$ cat src/rtl/reg_dump.sv
// rtl/reg_dump.sv - register-file readout engine streaming {address, value} pairs
// Stalls the core, walks a latched address range through the read port and emits one word per handshake.
module reg_dump #(
    parameter int W = 8,
    parameter int D = 4
) (
    input  logic         clk,
    input  logic         reset,
    input  logic         start_i,
    input  logic         abort_i,
    input  logic [D-1:0] lo_addr_i,
    input  logic [D-1:0] hi_addr_i,
    output logic         hold_cpu_o,
    output logic [D-1:0] rf_raddr_o,
    input  logic [W-1:0] rf_rdata_i,
    output logic [W-1:0] out_data_o,
    output logic [D-1:0] out_addr_o,
    output logic         out_valid_o,
    input  logic         out_ready_i,
    output logic         out_last_o,
    output logic         busy_o,
    output logic         done_o
);

    typedef enum logic [1:0] {
        S_IDLE,
        S_SETTLE,
        S_SEND,
        S_DONE
    } state_t;

    state_t         state_q, state_d;
    logic [D-1:0]   idx_q, idx_d;
    logic [D-1:0]   rem_q, rem_d;
    logic [W-1:0]   data_q, data_d;
    logic [D-1:0]   addr_q, addr_d;

    always_ff @(posedge clk) begin
        if (reset) begin
            state_q <= S_IDLE;
            idx_q   <= '0;
            rem_q   <= '0;
            data_q  <= '0;
            addr_q  <= '0;
        end else begin
            state_q <= state_d;
            idx_q   <= idx_d;
            rem_q   <= rem_d;
            data_q  <= data_d;
            addr_q  <= addr_d;
        end
    end

    always_comb begin
        state_d = state_q;
        idx_d   = idx_q;
        rem_d   = rem_q;
        data_d  = data_q;
        addr_d  = addr_q;
        case (state_q)
            S_IDLE: begin
                if (start_i) begin
                    state_d = S_SETTLE;
                    idx_d   = lo_addr_i;
                    // Modular difference: hi below lo wraps through the top of the file.
                    rem_d   = hi_addr_i - lo_addr_i;
                end
            end
            S_SETTLE: begin
                data_d  = rf_rdata_i;
                addr_d  = idx_q;
                state_d = S_SEND;
            end
            S_SEND: begin
                if (out_ready_i) begin
                    if (rem_q == '0) begin
                        state_d = S_DONE;
                    end else begin
                        idx_d   = idx_q + D'(1);
                        rem_d   = rem_q - D'(1);
                        state_d = S_SETTLE;
                    end
                end
            end
            S_DONE: begin
                state_d = S_IDLE;
            end
            default: begin
                state_d = S_IDLE;
            end
        endcase
        // Abort wins over every transition out of a busy state, including a same-cycle handshake.
        if (abort_i && state_q != S_IDLE) begin
            state_d = S_IDLE;
        end
    end

    assign hold_cpu_o  = (state_q != S_IDLE);
    assign busy_o      = (state_q != S_IDLE);
    assign rf_raddr_o  = idx_q;
    assign out_data_o  = data_q;
    assign out_addr_o  = addr_q;
    assign out_valid_o = (state_q == S_SEND);
    assign out_last_o  = (state_q == S_SEND) && (rem_q == '0);
    assign done_o      = (state_q == S_DONE);

endmodule
$ cat config.mk
export PLATFORM = sky130hd
export DESIGN_NAME = reg_dump
export DESIGN_NICKNAME = d
export VERILOG_FILES = /design/src/rtl/reg_dump.sv
export SDC_FILE = /design/constraint.sdc
export NUM_CORES = 1
export LEC_CHECK = 0
export CAP_MARGIN = 10
export CELL_PAD_IN_SITES_DETAIL_PLACEMENT = 0
export CELL_PAD_IN_SITES_GLOBAL_PLACEMENT = 1
export CORE_UTILIZATION = 30
export DETAILED_ROUTE_END_ITERATION = 16
export PLACE_DENSITY_LB_ADDON = 0.1
export RECOVER_POWER = 25
export SYNTH_ARGS = -nofsm -noshare
export SYNTH_HDL_FRONTEND = slang
export SYNTH_SLANG_ARGS = --single-unit
$ cat constraint.sdc
create_clock -name clk -period 4.35 [get_ports clk]
set_clock_uncertainty 0.2 [all_clocks]
set_input_delay 0.435 -clock clk [delete_from_list [all_inputs] [get_ports clk]]
set_output_delay 0.435 -clock clk [all_outputs]
set_load 0.02 [all_outputs]
Word-level counts from Yosys, hierarchy flattened
Cells that the tools add are included.

Flip-flop bits (word level): 22. Input bits: 21. Output and inout bits: 21. Logic and storage cells: 35.

Add/sub/neg operators: 3. Eq/ne operators: 6. Muxes and demuxes: 12. Reductions and logical operators: 9.

Operator list (number): $mux W4 (6); $pmux W4 S2 (2); $pmux W2 S4 (1); $mux W2 (3); $add A4 B1 Y4 const B (1); $eq A2 B2 Y1 const B (2); $logic_not A4 Y1 (1); $ne A2 B2 Y1 const B (2); $reduce_and A4 Y1 (1); $reduce_bool A2 Y1 (2); $sub A4 B1 Y4 const B (1); $sub A4 B4 Y4 (1); $eq A2 B1 Y1 const B (1); $logic_and A1 B1 Y1 (2); $logic_not A2 Y1 (1); $ne A2 B1 Y1 const B (1); $reduce_and A2 Y1 (1); $reduce_or A2 Y1 (1).

Longest topological paths before layout
Depth after elaboration: 4. Depth in mapped cells: 7. Gate-level depth less buffers: 7.

Least setup slack after synthesis
OpenSTA, ideal clock, no wires.

Path kind: reg2out. Start: register state_q[1]. End: output port out_last_o. Arrival time: 1.208 ns. Slack: 2.507 ns. Cell stages (with the launch flop): 5. Cell sequence: dfxtp_1 buf_6 nand2b_4 buf_2 nor3_1.

Word-level cells in the longest chain between the ends: 2.

RTL lines: from (decl) (line 32) `state_t state_q, state_d;`; from (signal assigned) (line 46) `state_q <= state_d;`; $eq A2 B2 Y1 (line 104) `assign out_last_o = (state_q == S_SEND) && (rem_q == '0);`; $logic_and A1 B1 Y1 (line 104); to (decl) (line 20) `output logic out_last_o,`.

Every way passes these cells.

Final worst setup path
Start: register rem_q[0]. End: output port out_last_o.

Word-level cells in the longest chain between the ends: 2.

RTL lines: from (decl) (line 34) `logic [D-1:0] rem_q, rem_d;`; from (signal assigned) (line 48) `rem_q <= rem_d;`; $logic_not A4 Y1 (line 104); $logic_and A1 B1 Y1 (line 104).

Every way passes these cells.

==> impl_metrics.csv <==
group,metric,value,unit
sta,rsz0062_at_grt,"false",
cells_and_area,fin_util,0.4504,
pwr,total_power,538.5,uW
clock_tree,clk_pin_slew,0.09,ns
synthesis,ys_ff_latch,22,
clock_tree,clockBufferDepth,2,
synthesis,syn_area,0.001154,mm2
pwr,power.density,326.5,mW/mm2
routing,drc_errors,0,
setup_path,r2r_end,"rf_raddr_o[2]",
synthesis,yosysWarnings,0,
clock_tree,clock_latency,0.27,ns
setup_path,worstPathMaxFanout,4,
cells_and_area,design_area,0.001649,mm2
floorplanning,die_area,0.004097,mm2
routing,drt_iter0_markers,36,
clock_tree,numCtsBuffers,3,
placement,dp_slack,2.052,ns
floorplanning,die_y,64.01,um
status,status,"finished, final reports clean",
setup_path,start_kind,"register",
floorplanning,core,0.003661,mm2
synthesis,ys.flop_type,"dfxtp_1",
floorplanning,rows,22,
pwr,pwr-share-clk,0.360,
setup_path,r2r-start,"rem_q[0]",
pwr,p_seq_frac,0.420,
placement,place_area,0.001578,mm2
global_routing,grt_start_max_net_pins,21,
synthesis,syn_nets,172,
setup_path,required,3.71,ns
floorplanning,pin_count,42,
routing,num_vias,1124,
sta,max_slew_margin,0.4609,
setup_path,rrSetupSlack,2.39,ns
global_routing,track_usage,0.1472,
clock_tree,clock-sinks,22,
sta,max_freq,391.3,MHz
setup_path,path_class,"reg -> out",
sta,finalMaxSlewViolations,0,
global_routing,antenna_found_initial,0,
routing,finalWirelength,2.842,mm
pwr,p_sw_frac,0.2663,
synthesis,seq_area_frac_synth,0.3818,
pwr,p_comb_frac,0.220,
pwr,irDropWorstVdd,127.3,uV
placement,portBuffers,41,
floorplanning,start_util,0.3151,
cells_and_area,layout_commonest_cell,"clkdlybuf4s50_1",
floorplanning,fp.dieW,64.01,um
placement,gp_congestion,0.8485,
sta,hold_viol_final,0,
synthesis,synth_edf_count,0,
setup_path,reg2regPathDepth,6,
clock_tree,cts_resized,0,
synthesis,synth_area_per_cell,7.956,um2
placement,place_inst,226,
routing,wl_per_cell,12.36,um
global_routing,grt_pass1_wl,4.671,mm
clock_tree,htree_num_levels,1,
routing,drtAntennaViolNets,0,
global_routing,grt_use_met3,0.02857,
hold_path,worstHoldEndpoint,"out_addr_o[3]",
setup_path,crit_arrival,1.92,ns
routing,drt_pre_antenna_iters,4,
global_routing,grt_busiest_layer,"met2",
global_routing,overflow,0,
cells_and_area,drive_gt1_frac,0.05495,
clock_tree,root_buffer,"clkbuf_8",
synthesis,synthCells,145,
sta,setup_tns,0,ns
flow_run,max_cap_viol_count,0,
cells_and_area,finalNonFillerCells,230,
sta,final-setup-viol-count,0,
clock_tree,cts-hold-fix-buffers,0,
global_routing,gr-usage-met1,0.2033,
synthesis,ys_types,35,
pwr,power_switching,143.4,uW
sta,timing.final.ws_setup,1.794,ns
routing,via_per_inst,4.887,
hold_path,whs_path_depth,2,
setup_path,critical_path.endpoint_type,"output pin",
sta,fin_crit_sh,0.5875,
global_routing,grt_use_met2,0.2261,
global_routing,first_global_vias,1017,
clock_tree,post_cts.repair.setup_buffers,0,
cells_and_area,nets,210,
pwr,cellInternalPower,395.1,uW
cells_and_area,diodes,0,
cells_and_area,area_growth,42.95,%
cells_and_area,final_cell_mix,"clkdlybuf4s50_1, nand2_1, dfxtp_1",
sta,min_period,2.556,ns
sta,fin_hold_ws,0.2574,ns
synthesis,postSynth.asyncResetShare,0,
pwr,p_leak,0.6354,nW
clock_tree,tritoncts,"built",
sta,tightest_slew,0.8056,ns
hold_path,hold_start,"out_addr_o[3]",
placement,hpwl,2.103,mm
hold_path,worstHoldPathType,"reg -> reg",
[layer usage]
layer  vias up  routed length (um)
li1        567                   -
met1       522                1371
met2        31                1259
met3         4                 176
met4         0                  35
met5         -                   0
[state kept, by name, indices dropped and copies added, names as in the netlist]
signal and cells:
out_addr_o 4, out_data_o 8, rem_q 4, rf_raddr_o 4
state_q 2
[power groups by stage]
stage          logic (mW)  registers, mW  clock network [mW]
3_5_place_dp        0.119          0.231                   0
5_1_grt             0.130          0.228               0.212
4_1_cts             0.120          0.226               0.198
3_3_place_gp        0.118          0.230                   0
2_1_floorplan      0.0622          0.237                   0
6_report            0.119          0.226               0.194
[synth_stat cells (all sizes together) (2+ instances only)]
library cell | instances | area share
inv | 10 | 0.033
dfxtp | 22 | 0.38
nand2 | 28 | 0.091
nor3 | 5 | 0.022
xor2 | 2 | 0.015
nand2b | 4 | 0.028
nor2 | 10 | 0.033
clkbuf | 4 | 0.013
a211oi | 2 | 0.013
ha | 5 | 0.054
and2 | 3 | 0.016
nand3 | 2 | 0.0087
and3b | 2 | 0.015
a21oi | 21 | 0.094
buf | 4 | 0.027
o21ai | 7 | 0.030
[how the worst max path moves through the flow]
stage / start / endpoint / slack, ns / cells past startpoint
finish: rem_q[0] / out_last_o / 1.79 / 5
global route: state_q[1] / out_last_o / 1.65 / 3
CTS: state_q[1] / out_last_o / 1.79 / 3
detailed placement: out_ready_i / rf_raddr_o[2] / 2.05 / 5
global placement: reset / rf_raddr_o[2] / 2.06 / 3
floorplan: state_q[1] / out_last_o / 2.51 / 4
[cells by family after synthesis]
| family | share of synthesized area |
|---|---|
| multiplexers | 0.01301 |
| buffers and inverters | 0.07265 |
| flip-flops | 0.3818 |
| AO/OA/AOI/OAI | 0.2007 |
| adder cells (fa/ha/maj) | 0.07158 |
| AND/OR/NAND/NOR | 0.2451 |
| XOR/XNOR | 0.01519 |
[worst max-delay path, cell delays in order (launching register included)]
cell and delay [ns]:
dfxtp_1 0.33, inv_1 0.10, ha_1 0.20, nand2b_1 0.14, nor3_1 0.22, clkdlybuf4s50_1 0.66
[cell type report]
type	count	area, um2
Tap cell	48	60.06
Clock buffer	3	41.29
Sequential cell	22	440.4
Timing Repair Buffer	41	410.4
Multi-Input combinational cell	105	629.4
Fill cell	358	2012
Clock inverter	1	30.03
Inverter	10	37.54
(Power assumes the default switching activity.)
